--- config.mk ---
export PLATFORM = sky130hd
export DESIGN_NAME = ram1_port_arbiter
export DESIGN_NICKNAME = d
export VERILOG_FILES = /design/src/rtl/ram1_port_arbiter.sv
export SDC_FILE = /design/constraint.sdc
export NUM_CORES = 1
export LEC_CHECK = 0
export ABC_AREA = 0
export BUFFER_PORTS_ARGS = -buffer_cell sky130_fd_sc_hd__buf_2
export CORE_AREA = 2 2 122 94
export CTS_CLUSTER_DIAMETER = 200
export DETAILED_ROUTE_END_ITERATION = 6
export DIE_AREA = 0 0 124 96
export PLACE_DENSITY = 0.67
export SYNTH_ARGS = -nofsm -noshare
export SYNTH_HDL_FRONTEND = slang
export SYNTH_SLANG_ARGS = --single-unit
--- constraint.sdc ---
create_clock -name clk -period 1.65 [get_ports clk]
set_input_delay 0.2475 -clock clk [delete_from_list [all_inputs] [get_ports clk]]
set_output_delay 0.2475 -clock clk [all_outputs]
set_load 0.01 [all_outputs]
--- src/rtl/ram1_port_arbiter.sv ---
// Two-requester arbiter for a 1W/1R RAM. Clears the RAM after reset, then grants reads and writes independently.
// Latency: ready is combinational, read data arrives 1 cycle after the handshake. Optional WR_BYPASS_EN forwards same-cycle write data.
module ram1_port_arbiter #(
    parameter int ADDR_W = 5,
    parameter int DATA_W = 32
) (
    input  logic              clk,
    input  logic              rst,
    input  logic              r0_valid,
    output logic              r0_ready,
    input  logic              r0_wr,
    input  logic [ADDR_W-1:0] r0_addr,
    input  logic [DATA_W-1:0] r0_wdata,
    output logic              r0_rvalid,
    output logic [DATA_W-1:0] r0_rdata,
    input  logic              r1_valid,
    output logic              r1_ready,
    input  logic              r1_wr,
    input  logic [ADDR_W-1:0] r1_addr,
    input  logic [DATA_W-1:0] r1_wdata,
    output logic              r1_rvalid,
    output logic [DATA_W-1:0] r1_rdata,
    output logic              init_done,
    output logic              ram_we,
    output logic              ram_prt_en0,
    output logic [DATA_W-1:0] ram_data_0,
    output logic [ADDR_W-1:0] ram_address_0,
    output logic              ram_re,
    output logic              ram_prt_en1,
    output logic [ADDR_W-1:0] ram_address_1,
    input  logic [DATA_W-1:0] ram_data_1
);
    localparam logic [0:0] ST_INIT = 1'b0;
    localparam logic [0:0] ST_RUN  = 1'b1;
    localparam logic [ADDR_W-1:0] LAST_ADDR = '1;

    logic [0:0]        state;
    logic [ADDR_W-1:0] init_cnt;
    logic              wr_ptr;
    logic              rd_ptr;
    logic              run;
    logic              wc0, wc1, rc0, rc1;
    logic              wg0, wg1, rg0, rg1;
    logic [DATA_W-1:0] rd_val;

    assign run       = (state == ST_RUN);
    assign init_done = run;

    assign wc0 = run & r0_valid & r0_wr;
    assign wc1 = run & r1_valid & r1_wr;
    assign rc0 = run & r0_valid & ~r0_wr;
    assign rc1 = run & r1_valid & ~r1_wr;

    // Contention resolved by the pointer; a lone candidate always wins.
    assign wg0 = wc0 & (~wc1 | (wr_ptr == 1'b0));
    assign wg1 = wc1 & (~wc0 | (wr_ptr == 1'b1));
    assign rg0 = rc0 & (~rc1 | (rd_ptr == 1'b0));
    assign rg1 = rc1 & (~rc0 | (rd_ptr == 1'b1));

    assign r0_ready = wg0 | rg0;
    assign r1_ready = wg1 | rg1;

    always_comb begin
        ram_we        = 1'b0;
        ram_prt_en0   = 1'b0;
        ram_data_0    = '0;
        ram_address_0 = '0;
        ram_re        = 1'b0;
        ram_prt_en1   = 1'b0;
        ram_address_1 = '0;
        if (!run) begin
            ram_we        = 1'b1;
            ram_prt_en0   = 1'b1;
            ram_address_0 = init_cnt;
        end else begin
            if (wg0 | wg1) begin
                ram_we        = 1'b1;
                ram_prt_en0   = 1'b1;
                ram_address_0 = wg0 ? r0_addr : r1_addr;
                ram_data_0    = wg0 ? r0_wdata : r1_wdata;
            end
            if (rg0 | rg1) begin
                ram_re        = 1'b1;
                ram_prt_en1   = 1'b1;
                ram_address_1 = rg0 ? r0_addr : r1_addr;
            end
        end
    end

`ifdef WR_BYPASS_EN
    assign rd_val = (run && (wg0 | wg1) && (ram_address_0 == ram_address_1)) ? ram_data_0 : ram_data_1;
`else
    assign rd_val = ram_data_1;
`endif

    always_ff @(posedge clk) begin
        if (rst) begin
            state     <= ST_INIT;
            init_cnt  <= '0;
            wr_ptr    <= 1'b0;
            rd_ptr    <= 1'b0;
            r0_rvalid <= 1'b0;
            r1_rvalid <= 1'b0;
            r0_rdata  <= '0;
            r1_rdata  <= '0;
        end else begin
            if (state == ST_INIT) begin
                init_cnt <= init_cnt + 1'b1;
                if (init_cnt == LAST_ADDR)
                    state <= ST_RUN;
            end
            if (wg0) wr_ptr <= 1'b1;
            if (wg1) wr_ptr <= 1'b0;
            if (rg0) rd_ptr <= 1'b1;
            if (rg1) rd_ptr <= 1'b0;
            r0_rvalid <= rg0;
            r1_rvalid <= rg1;
            if (rg0) r0_rdata <= rd_val;
            if (rg1) r1_rdata <= rd_val;
        end
    end
endmodule
# Yosys cells after proc, flatten, opt, wreduce, memory -nomap -nowiden

Index checks and enable logic that the tools add are counted.

Memory bits (writable): 0
Input bits: 112
Latch bits: 0
Register bits after elaboration: 74
Word-level logic and storage cells: 53
Memories kept: 0
Output and inout port bits: 115
ROM bits: 0

Shifts and indexed selects: 0
$mul: 0
Divide/modulo/power cells: 0
Reductions and logical operators: 2
Mux-type cells: 15
Equal/unequal tests: 1
$lt $le $gt $ge: 0
Add/sub/neg operators: 1
Bitwise operators: 26

Operators with widths:

| cell                  | number |
|---|---|
| $mux W32              | 3 |
| $mux W5               | 6 |
| $and A1 B1 Y1         | 10 |
| $not A1 Y1            | 8 |
| $or A1 B1 Y1          | 8 |
| $mux W1               | 6 |
| $add A5 B1 Y5 const B | 1 |
| $eq A5 B5 Y1 const B  | 1 |
| $reduce_or A2 Y1      | 2 |

# Logic depth before layout (Yosys ltp)

Gate-level depths: netlist (run 1).

Word-level depth: 8
Mapped depth: 6
Mapped depth without buffers: 5

# Least setup slack after synthesis (run 1)

Ideal clock, no wire load.

Path kind: flip-flop to output port
From: register state (netlist: init_done)
To: output ram_address_0[1]
Slack: 23 ps
Data required time: 1402 ps
Arrival: 1380 ps
Stages on the path, launching flop included: 5
Path through: dfxtp_1 > buf_2 > buf_2 > nand2_1 > o311ai_0

Word-level cells in the longest chain between the ends: 8
Elaborated cells between the ends (all ways): 14

RTL lines:

| what                                                  | RTL line | text |
|---|---|---|
| start: declaration                                    | 37       | `logic [0:0] state;` |
| start signal: assignment                              | 98       | `state <= ST_INIT;` |
| start signal: assignment                              | 110      | `state <= ST_RUN;` |
| $and A1 B1 Y1, on equally long branches (2 in series) | 50, 49   |  |
| $not A1 Y1, on equally long branches                  | 55, 56   |  |
| $or A1 B1 Y1, on equally long branches                | 55, 56   |  |
| $and A1 B1 Y1, on equally long branches               | 55, 56   |  |
| $mux W5 or $or A1 B1 Y1 (tied branches)               | 79, 76   |  |
| $mux W5                                               | 76       | `if (wg0 \| wg1) begin` |
| $mux W5 *                                             | 71       | `if (!run) begin` |
| end: declaration                                      | 27       | `output logic [ADDR_W-1:0] ram_address_0,` |

Every way passes the cells marked *; elsewhere a longest branch is shown, timed or not.

# Final worst setup path (run 1)

From: register state (netlist: init_done)
To: output ram_data_0[10]

Word-level cells in the longest chain between the ends: 8
Elaborated cells between the ends (all ways): 14

RTL lines:

| what                                                  | RTL line | text |
|---|---|---|
| $and A1 B1 Y1, on equally long branches (2 in series) | 50, 49   |  |
| $not A1 Y1, on equally long branches                  | 55, 56   |  |
| $or A1 B1 Y1, on equally long branches                | 55, 56   |  |
| $and A1 B1 Y1, on equally long branches               | 55, 56   |  |
| $mux W32 or $or A1 B1 Y1 (tied branches)              | 80, 76   |  |
| $mux W32                                              | 76       |  |
| $mux W32 *                                            | 71       |  |
| end: declaration                                      | 26       | `output logic [DATA_W-1:0] ram_data_0,` |

Marked as above.

==> impl_results.html, run 1 <==
<table>
<tr><th>Metric</th><th>Value</th></tr>
<tr><th colspan="2">Critical path</th></tr>
<tr><td>Worst setup path category</td><td>reg2out</td></tr>
<tr><td>R2r startpoint</td><td>rd_ptr$_SDFFE_PP0N_</td></tr>
<tr><td>Crit-path max FO</td><td>5</td></tr>
<tr><td>Worst Setup End Kind</td><td>primary output</td></tr>
<tr><td>Buf/Inv on CP</td><td>3</td></tr>
<tr><td>Number of cells on the critical path</td><td>6</td></tr>
<tr><td>Critical path cell sequence</td><td>and3_4 &gt; buf_12 &gt; clkbuf_16 &gt; nand3_2 &gt; a21oi_2 &gt; buf_2</td></tr>
<tr><td>Data arrival, critical path</td><td>1.60 ns</td></tr>
<tr><td>Required time of the critical path</td><td>1.40 ns</td></tr>
<tr><td>Worst stage delay on the critical path</td><td>0.37 ns</td></tr>
<tr><td>Nature of the critical path startpoint</td><td>flip-flop</td></tr>
<tr><td>Crit path max-delay family</td><td>buffers and inverters</td></tr>
<tr><td>Worst-case reg-to-reg path depth</td><td>5</td></tr>
<tr><td>Slowest cell on the critical path</td><td>sky130_fd_sc_hd__dfxtp_4</td></tr>
<tr><td>Launch point of the critical path</td><td>init_done$_SDFF_PP0_</td></tr>
<tr><th colspan="2">STA</th></tr>
<tr><td>Final number of setup-violating endpoints</td><td>44</td></tr>
<tr><td>Final Skew</td><td>0.00614 ns</td></tr>
<tr><td>Post-layout minimum cycle time</td><td>1.85 ns</td></tr>
<tr><td>Max-slew violation total from the final report</td><td>0</td></tr>
<tr><td>Number of endpoints with negative hold slack in the final report</td><td>0</td></tr>
<tr><td>RSZ-0062 raised after global routing</td><td>true</td></tr>
<tr><td>Relative max-transition margin</td><td>0.735</td></tr>
<tr><td>Achievable clock frequency</td><td>542 MHz</td></tr>
<tr><td>Fin crit share</td><td>1.12</td></tr>
<tr><td>Hold Worst Slack</td><td>0.173 ns</td></tr>
<tr><td>Final critical-path setup slack</td><td>-0.196 ns</td></tr>
<tr><td>Worst slew pin tran</td><td>0.398 ns</td></tr>
<tr><th colspan="2">Clock tree</th></tr>
<tr><td>Clk buf depth</td><td>2</td></tr>
<tr><td>Hold buffer count at cts</td><td>0</td></tr>
<tr><td>Clock transition at the registers of the reported paths</td><td>0.06 ns</td></tr>
<tr><td>CTS HTree Levels</td><td>3</td></tr>
<tr><td>Worst skew pair latency</td><td>0.33 ns</td></tr>
<tr><td>Clock root buffer</td><td>sky130_fd_sc_hd__clkbuf_16</td></tr>
<tr><td>Clock net sink count</td><td>74</td></tr>
<tr><td>CTS tree</td><td>built</td></tr>
<tr><td>Cts bufs inserted</td><td>9</td></tr>
<tr><th colspan="2">Logic synthesis</th></tr>
<tr><td>Library cell with the largest summed area after synthesis</td><td>sky130_fd_sc_hd__dfxtp_1</td></tr>
<tr><td>Cell types occupying the most area after synthesis</td><td>sky130_fd_sc_hd__dfxtp_1 40%, sky130_fd_sc_hd__nand3_1 14%, sky130_fd_sc_hd__a21oi_1 13%</td></tr>
<tr><td>Post-Synthesis Mean Instance Area</td><td>7.36 um^2</td></tr>
<tr><td>Number of warning messages in the yosys log</td><td>0</td></tr>
<tr><td>Sequential-to-total area share from yosys stat</td><td>0.401</td></tr>
<tr><td>Top cells by instance count after synthesis</td><td>106 x sky130_fd_sc_hd__nand3_1, 97 x sky130_fd_sc_hd__a21oi_1, 95 x sky130_fd_sc_hd__o21ai_0</td></tr>
<tr><td>Number of synthesized register bits</td><td>74</td></tr>
<tr><td>Cell area after synthesis</td><td>3690 um^2</td></tr>
<tr><td>Most used flip-flop cell after synthesis</td><td>sky130_fd_sc_hd__dfxtp_1</td></tr>
<tr><td>Share of flip-flops with an asynchronous set or reset</td><td>0</td></tr>
<tr><td>Most frequently used cell type in the post-synthesis netlist</td><td>sky130_fd_sc_hd__nand3_1</td></tr>
<tr><td>Post-synth top area share</td><td>0.401</td></tr>
<tr><td>Cells after Synth</td><td>501</td></tr>
<tr><td>Net count after synthesis</td><td>615</td></tr>
<tr><td>Number of library cell types mapped by synthesis</td><td>31</td></tr>
<tr><td>Count of flip-flops with a built-in enable after synthesis</td><td>0</td></tr>
<tr><th colspan="2">Global route</th></tr>
<tr><td>Overflow left after global routing</td><td>0</td></tr>
<tr><td>Global-route wire length before repair</td><td>22200 um</td></tr>
<tr><td>Initial antenna violation count</td><td>0</td></tr>
<tr><td>Vias in the first global route</td><td>4340</td></tr>
<tr><td>Overall global routing resource usage</td><td>0.241</td></tr>
<tr><td>Pin count of the biggest net entering global routing</td><td>75</td></tr>
<tr><th colspan="2">Route</th></tr>
<tr><td>Vias after detailed routing</td><td>4860</td></tr>
<tr><td>Routed wire length per instance</td><td>17.8 um</td></tr>
<tr><td>Post-detailed-routing wire length</td><td>15200 um</td></tr>
<tr><td>Post-detailed-route DRC marker count</td><td>0</td></tr>
<tr><td>DR vias/cell</td><td>5.66</td></tr>
<tr><td>Post-detailed-route count of antenna-violating nets</td><td>0</td></tr>
<tr><td>Number of design-rule violations left by the first detailed-router iteration</td><td>373</td></tr>
<tr><td>Number of iterations in the first detailed-routing pass</td><td>5</td></tr>
<tr><th colspan="2">Power and ir drop</th></tr>
<tr><td>PD cells</td><td>671 nW/um^2</td></tr>
<tr><td>Portion of total power attributed to the clock network</td><td>0.448</td></tr>
<tr><td>Sw power</td><td>909 uW</td></tr>
<tr><td>Internal power of the cells</td><td>2.95 mW</td></tr>
<tr><td>Leakage power</td><td>2.50 nW</td></tr>
<tr><td>Combinational Power Share</td><td>0.087</td></tr>
<tr><td>Net switching fraction of the power</td><td>0.235</td></tr>
<tr><td>Proportion of power drawn by flip-flops and latches</td><td>0.466</td></tr>
<tr><td>IR Drop Worst-Case VDD</td><td>0.000588 V</td></tr>
<tr><th colspan="2">Worst hold path</th></tr>
<tr><td>Hold Path Depth</td><td>3</td></tr>
<tr><td>Classification of the worst-slack hold path</td><td>in2reg</td></tr>
<tr><td>Worst hold path startpoint</td><td>ram_data_1[21]</td></tr>
<tr><th colspan="2">Die</th></tr>
<tr><td>Total Die Area</td><td>11900 um^2</td></tr>
<tr><td>Vertical extent of the die</td><td>96 um</td></tr>
<tr><td>Floorplan die width</td><td>124 um</td></tr>
<tr><td>I/O Pins</td><td>227</td></tr>
<tr><td>Starting utilization of the core area</td><td>0.344</td></tr>
<tr><td>Site Rows</td><td>33</td></tr>
<tr><td>Core Footprint</td><td>10700 um^2</td></tr>
<tr><th colspan="2">Layout</th></tr>
<tr><td>Synth-to-Final Area Change</td><td>56.0%</td></tr>
<tr><td>Fin cells</td><td>858</td></tr>
<tr><td>Antenna Diode Count</td><td>0</td></tr>
<tr><td>Number of nets in the final layout</td><td>828</td></tr>
<tr><td>Share of layout cells above drive strength 1</td><td>0.460</td></tr>
<tr><th colspan="2">Place</th></tr>
<tr><td>Worst slack after detailed placement</td><td>0.0552 ns</td></tr>
<tr><td>Port Buffers</td><td>226</td></tr>
<tr><td>GP Congestion</td><td>0.933</td></tr>
<tr><td>Sum of net half-perimeters after detailed placement</td><td>9700 um</td></tr>
<tr><td>Instance count after placement with tap cells included</td><td>832</td></tr>
<tr><th colspan="2">Run status</th></tr>
<tr><td>Failing checks</td><td>negative setup slack</td></tr>
<tr><td>Status</td><td>finished, violations left</td></tr>
<tr><th colspan="2">Run</th></tr>
<tr><td>Number of max-cap violations</td><td>0</td></tr>
</table>
## routing by layer
metal,GRT usage,up-vias,share of wire
li1,-,2246,-
met1,0.326,2360,0.44
met2,0.370,234,0.47
met3,0.0782,20,0.086
met4,0.0627,0,0.010
met5,0,-,0
## state kept, by name, indices dropped and copies added (netlist names)
register / count
wr_ptr: 1
r1_rdata: 32
r0_rdata: 32
rd_ptr: 1
r1_rvalid: 1
r0_rvalid: 1
init_cnt: 5
init_done: 1
## worst reg2reg max path, delay by kind of cell, from the launching register on
| family | cells | cell delay (ns) |
|---|---|---|
| buf+inv | 2 | 0.44 |
| flops | 1 | 0.40 |
| simple gates | 2 | 0.38 |
| compound gates | 1 | 0.07 |
## path summary, 6_finish.rpt
kind | end | slack (ns)
setup / recovery | ram_data_0[10] | -0.20
hold / removal | r0_rdata[21]$_SDFFE_PP0N_ | 0.17
setup reg to reg | r0_rdata[10]$_SDFFE_PP0N_ | 0.23
hold reg to reg | r0_rdata[30]$_SDFFE_PP0N_ | 0.47
## cell usage in the layout (no fill, tap or decap), types with 10 or more instances in the layout
| cell type | instances |
|---|---|
| sky130_fd_sc_hd__buf_12 | 11 |
| sky130_fd_sc_hd__a21oi_2 | 13 |
| sky130_fd_sc_hd__nand3_1 | 87 |
| sky130_fd_sc_hd__o21ai_2 | 16 |
| sky130_fd_sc_hd__o21ai_0 | 68 |
| sky130_fd_sc_hd__buf_4 | 12 |
| sky130_fd_sc_hd__nor2_1 | 10 |
| sky130_fd_sc_hd__buf_2 | 225 |
| sky130_fd_sc_hd__nand2_1 | 13 |
| sky130_fd_sc_hd__clkbuf_16 | 12 |
| sky130_fd_sc_hd__nand3_2 | 17 |
| sky130_fd_sc_hd__o21ai_1 | 18 |
| sky130_fd_sc_hd__dfxtp_1 | 71 |
| sky130_fd_sc_hd__a21oi_1 | 84 |
## timing repair
item / in CTS / in global routing
setup buffers: 5 / 0
gates cloned: 3 / 3
pin swaps: 3 / 21
endpoints found under the setup margin: 46 / 46
resized for setup: 42 / 59
## cells by family after synthesis
group | count (synthesis) | synth area share
fa+ha+maj | 2 | 0.00678
buf+inv | 58 | 0.0729
xor+xnor | 3 | 0.00712
compound gates | 209 | 0.292
mux | 3 | 0.00814
simple gates | 152 | 0.212
flops | 74 | 0.401
## power groups by stage
stage	Combinational (mW)	Sequential [mW]	Clock, mW
2_1_floorplan	0.0963	1.84	0
3_3_place_gp	0.299	1.84	0
3_5_place_dp	0.304	1.84	0
4_1_cts	0.313	1.80	1.77
5_1_grt	0.361	1.80	1.84
6_report	0.334	1.80	1.73
## metrics by stage
stage / instance area, um^2 / util / power, mW / TNS, ns
floorplan: 3690 / - / 1.93 / 0
global placement: 5030 / 0.468 / 2.14 / 0
detailed placement: 5030 / 0.468 / 2.14 / 0
CTS: 5500 / 0.512 / 3.88 / -4.43
global route: 5760 / 0.536 / 4.00 / -8.45
finish: 5760 / 0.536 / 3.86 / -5.18
## layout make-up
type                            instances  area [um^2]
Fill cell                            1015         4980
Multi-Input combinational cell        369         2180
Timing Repair Buffer                  259         1650
Sequential cell                        74         1490
Clock buffer                           12          236
Tap cell                              140          175
Clock inverter                          3         17.5
Inverter                                1         3.75
No activity file was read; power rests on OpenSTA's default activity.
==> inputs of run 2 (changes only) <==
--- a/config.mk
+++ b/config.mk
@@ -11,7 +11,9 @@
 export CTS_CLUSTER_DIAMETER = 200
 export DETAILED_ROUTE_END_ITERATION = 6
 export DIE_AREA = 0 0 124 96
-export PLACE_DENSITY = 0.67
+export GPL_ROUTABILITY_DRIVEN = 0
+export PLACE_DENSITY_LB_ADDON = 0.25
+export REMOVE_ABC_BUFFERS = 1
 export SYNTH_ARGS = -nofsm -noshare
 export SYNTH_HDL_FRONTEND = slang
 export SYNTH_SLANG_ARGS = --single-unit
==> run 2 against run 1 <==
Compared with the run above: the flow still finishes with violations (negative setup slack); flip-flop and latch count unchanged; non-clock buffer count up 1; sequential share of layout area up 0.95 points; utilization down 1.9 points; largest cell class unchanged; highest routed layer unchanged; via count down 3.6%; sequential power about the same; cell count up 0.12%; critical path depth down 1; worst hold slack better by 0.0092 ns; largest power group is now the clock network; fmax up 4.3%; clock power up 27%.
==> impl_results.html, run 2 (same netlist as run 1, synthesis figures left out) <==
<table>
<tr><th>Metric</th><th>Value</th></tr>
<tr><th colspan="2">Critical path</th></tr>
<tr><td>Nature of the critical path startpoint</td><td>flip-flop</td></tr>
<tr><td>Worst stage delay on the critical path</td><td>0.38 ns (about the same)</td></tr>
<tr><td>End of the worst register-to-register path</td><td>r0_rdata[21]$_SDFFE_PP0N_</td></tr>
<tr><td>Worst-case reg-to-reg path depth</td><td>6 (+1)</td></tr>
<tr><td>Data arrival, critical path</td><td>1.52 ns (-0.08 ns)</td></tr>
<tr><td>Slack of the worst reg-to-reg path</td><td>0.12 ns (-0.11 ns)</td></tr>
<tr><td>R2r startpoint</td><td>init_done$_SDFF_PP0_</td></tr>
<tr><td>Crit-path max FO</td><td>16 (+11)</td></tr>
<tr><td>Required time of the critical path</td><td>1.40 ns (about the same)</td></tr>
<tr><td>Slowest cell on the critical path</td><td>sky130_fd_sc_hd__dfxtp_4</td></tr>
<tr><td>Worst setup path category</td><td>reg2out</td></tr>
<tr><td>Worst Setup End Kind</td><td>primary output</td></tr>
<tr><td>Critical path cell sequence</td><td>and3_4 &gt; buf_12 &gt; nand3_1 &gt; a21oi_1 &gt; buf_2</td></tr>
<tr><th colspan="2">Die</th></tr>
<tr><td>Starting utilization of the core area</td><td>0.344 (unchanged)</td></tr>
<tr><td>Floorplan die width</td><td>124 um (unchanged)</td></tr>
<tr><td>Site Rows</td><td>33 (unchanged)</td></tr>
<tr><td>Core Footprint</td><td>10700 um^2 (unchanged)</td></tr>
<tr><td>Vertical extent of the die</td><td>96 um (unchanged)</td></tr>
<tr><td>Total Die Area</td><td>11900 um^2 (unchanged)</td></tr>
<tr><td>I/O Pins</td><td>227 (unchanged)</td></tr>
<tr><th colspan="2">STA</th></tr>
<tr><td>Fin crit share</td><td>1.07 (-0.0458)</td></tr>
<tr><td>Worst slew pin tran</td><td>0.517 ns (+0.119 ns)</td></tr>
<tr><td>Hold Worst Slack</td><td>0.183 ns (+0.00918 ns)</td></tr>
<tr><td>Post-layout minimum cycle time</td><td>1.77 ns (-0.0755 ns)</td></tr>
<tr><td>Final number of setup-violating endpoints</td><td>45 (+2.3%)</td></tr>
<tr><td>Final Skew</td><td>0.00415 ns (-0.00199 ns)</td></tr>
<tr><td>Number of endpoints with negative hold slack in the final report</td><td>0 (unchanged)</td></tr>
<tr><td>Relative max-transition margin</td><td>0.656 (-0.0794)</td></tr>
<tr><td>Achievable clock frequency</td><td>565 MHz (+4.3%)</td></tr>
<tr><td>RSZ-0062 raised after global routing</td><td>true</td></tr>
<tr><td>Max-slew violation total from the final report</td><td>0 (unchanged)</td></tr>
<tr><td>Final critical-path setup slack</td><td>-0.120 ns (+0.0755 ns)</td></tr>
<tr><th colspan="2">Layout</th></tr>
<tr><td>Commonest non-fill, non-tap cells in the layout</td><td>225 x sky130_fd_sc_hd__buf_2, 103 x sky130_fd_sc_hd__nand3_1, 91 x sky130_fd_sc_hd__a21oi_1</td></tr>
<tr><td>Synth-to-Final Area Change</td><td>50.3%</td></tr>
<tr><td>Number of nets in the final layout</td><td>829 (+0.12%)</td></tr>
<tr><td>Commonest non-fill, non-tap cell in the layout</td><td>sky130_fd_sc_hd__buf_2</td></tr>
<tr><td>Antenna Diode Count</td><td>0 (unchanged)</td></tr>
<tr><td>Share of layout cells above drive strength 1</td><td>0.413 (-0.0465)</td></tr>
<tr><td>Filler cells</td><td>1085 (+6.9%)</td></tr>
<tr><td>Fin cells</td><td>859 (+0.12%)</td></tr>
<tr><td>Largest registers</td><td>r0_rdata (32), r1_rdata (32), init_cnt (5)</td></tr>
<tr><th colspan="2">Clock tree</th></tr>
<tr><td>Clock root buffer</td><td>sky130_fd_sc_hd__clkbuf_16</td></tr>
<tr><td>CTS tree</td><td>built</td></tr>
<tr><td>Cts bufs inserted</td><td>9 (unchanged)</td></tr>
<tr><td>Clk buf depth</td><td>2 (unchanged)</td></tr>
<tr><td>Hold buffer count at cts</td><td>0 (unchanged)</td></tr>
<tr><td>Clock transition at the registers of the reported paths</td><td>0.06 ns (about the same)</td></tr>
<tr><td>CTS HTree Levels</td><td>3 (unchanged)</td></tr>
<tr><td>Worst skew pair latency</td><td>0.32 ns (about the same)</td></tr>
<tr><td>Clock net sink count</td><td>74 (unchanged)</td></tr>
<tr><th colspan="2">Global route</th></tr>
<tr><td>Global-route wire length before repair</td><td>21300 um (-4.0%)</td></tr>
<tr><td>Overall global routing resource usage</td><td>0.229 (-0.0123)</td></tr>
<tr><td>Initial antenna violation count</td><td>0 (unchanged)</td></tr>
<tr><td>Vias in the first global route</td><td>4097 (-5.6%)</td></tr>
<tr><td>Overflow left after global routing</td><td>0 (unchanged)</td></tr>
<tr><td>Pin count of the biggest net entering global routing</td><td>38 (-49%)</td></tr>
<tr><th colspan="2">Route</th></tr>
<tr><td>Vias after detailed routing</td><td>4683 (-3.6%)</td></tr>
<tr><td>DR vias/cell</td><td>5.45 (-3.8%)</td></tr>
<tr><td>Number of design-rule violations left by the first detailed-router iteration</td><td>407 (+9.1%)</td></tr>
<tr><td>Routed wire length per instance</td><td>16.7 um (-5.8%)</td></tr>
<tr><td>Number of iterations in the first detailed-routing pass</td><td>5 (unchanged)</td></tr>
<tr><td>Post-detailed-route count of antenna-violating nets</td><td>0 (unchanged)</td></tr>
<tr><td>Post-detailed-routing wire length</td><td>14400 um (-5.7%)</td></tr>
<tr><td>Post-detailed-route DRC marker count</td><td>0 (unchanged)</td></tr>
<tr><th colspan="2">Power and ir drop</th></tr>
<tr><td>Sw power</td><td>892 uW (-1.9%)</td></tr>
<tr><td>Proportion of power drawn by flip-flops and latches</td><td>0.419 (-0.047)</td></tr>
<tr><td>Internal power of the cells</td><td>3.41 mW (+15%)</td></tr>
<tr><td>Net switching fraction of the power</td><td>0.207 (-0.0278)</td></tr>
<tr><td>Combinational Power Share</td><td>0.072 (-0.015)</td></tr>
<tr><td>Portion of total power attributed to the clock network</td><td>0.509 (+0.061)</td></tr>
<tr><td>Leakage power</td><td>2.47 nW (-1.1%)</td></tr>
<tr><td>IR Drop Worst-Case VDD</td><td>0.000637 V (+8.4%)</td></tr>
<tr><td>Total chip power</td><td>4.30 mW (+11%)</td></tr>
<tr><td>PD cells</td><td>775 nW/um^2 (+15%)</td></tr>
<tr><th colspan="2">Worst hold path</th></tr>
<tr><td>Hold Path Depth</td><td>3 (unchanged)</td></tr>
<tr><td>Classification of the worst-slack hold path</td><td>in2reg</td></tr>
<tr><td>Worst Hold Path EP</td><td>r0_rdata[16]$_SDFFE_PP0N_</td></tr>
<tr><td>Worst hold path startpoint</td><td>ram_data_1[16]</td></tr>
<tr><th colspan="2">Place</th></tr>
<tr><td>Instance count after placement with tap cells included</td><td>838 (+0.72%)</td></tr>
<tr><td>Port Buffers</td><td>226 (unchanged)</td></tr>
<tr><td>Sum of net half-perimeters after detailed placement</td><td>10000 um (+3.3%)</td></tr>
<tr><th colspan="2">Run</th></tr>
<tr><td>Number of max-cap violations</td><td>0 (unchanged)</td></tr>
<tr><th colspan="2">Run status</th></tr>
<tr><td>Status</td><td>finished, violations left</td></tr>
<tr><td>Failing checks</td><td>negative setup slack</td></tr>
</table>
-- run 2: cell count changes in the layout (fill, tap and decap cells not counted), sizes merged --
| cell | delta |
|---|---|
| clkinvlp | -1 |
| bufinv | +3 |
| clkbuf | -5 |
| buf | +4 |
-- run 2: worst max-delay path by stage --
stage                         startpoint          endpoint  slack (ns)  cells past startpoint
finish              init_done$_SDFF_PP0_    ram_data_0[27]       -0.12                      5
global route        init_done$_SDFF_PP0_  ram_address_1[2]       -0.18                      5
CTS                 init_done$_SDFF_PP0_  ram_address_0[2]       -0.10                      5
detailed placement              r1_valid  ram_address_0[2]        0.02                      5
global placement                r0_valid     ram_data_0[0]      -0.004                      6
floorplan           init_done$_SDFF_PP0_  ram_address_0[0]       -0.59                      3
-- run 2: power by group through the flow --
stage / sequential [mW] / combinational [mW] / clock (mW)
final: 1.80 / 0.311 / 2.19
after global routing: 1.80 / 0.337 / 2.31
after CTS: 1.80 / 0.304 / 2.22
after detailed placement: 1.84 / 0.299 / 0
after global placement: 1.84 / 0.294 / 0
after floorplan: 1.84 / 0.0636 / 0
-- run 2: through the flow --
stage                     cell area (um^2)  TNS (ns)  utilization  setup slack [ns]
after floorplan                       3420    -41.71            -            -0.593
after global placement                5060  -0.00405        0.471          -0.00405
after detailed placement              5060         0        0.471            0.0202
after CTS                             5490     -2.78        0.512            -0.104
after global routing                  5550     -6.39        0.517            -0.177
final                                 5550     -2.86        0.517            -0.120
-- run 2: critical path, delay by kind of cell, from the launching register on --
kind	cells	cell delay (ns)
AO/OA/AOI/OAI	1	0.15
buffers and inverters	2	0.31
flip-flops	1	0.38
AND/OR/NAND/NOR	2	0.36
-- run 2: routing by layer --
metal | global-route usage | wire, um
met5 | 0 | 0
met1 | 0.314 | 6320
met4 | 0.0590 | 210
met3 | 0.0403 | 957
met2 | 0.371 | 6880
-- run 2: what timing repair did --
| action | CTS | global route |
|---|---|---|
| gates resized for setup | 26 | 26 |
| setup buffers | 4 | 1 |
| endpoints found under the setup margin | 46 | 46 |
| gates cloned | 1 | 0 |
| hold endpoints to repair | 0 | 0 |
| pin swaps | 1 | 2 |
-- run 2: layout make-up --
class                   count  area (um^2)  share of cell area
multi-input cells         369         2020               0.363
flip-flops and latches     74         1490               0.268
inverters                   1         3.75            0.000677
well taps                 140          175              0.0316
repair buffers            260         1530               0.276
clock buffers              10          229              0.0413
clock inverters             5          104              0.0187
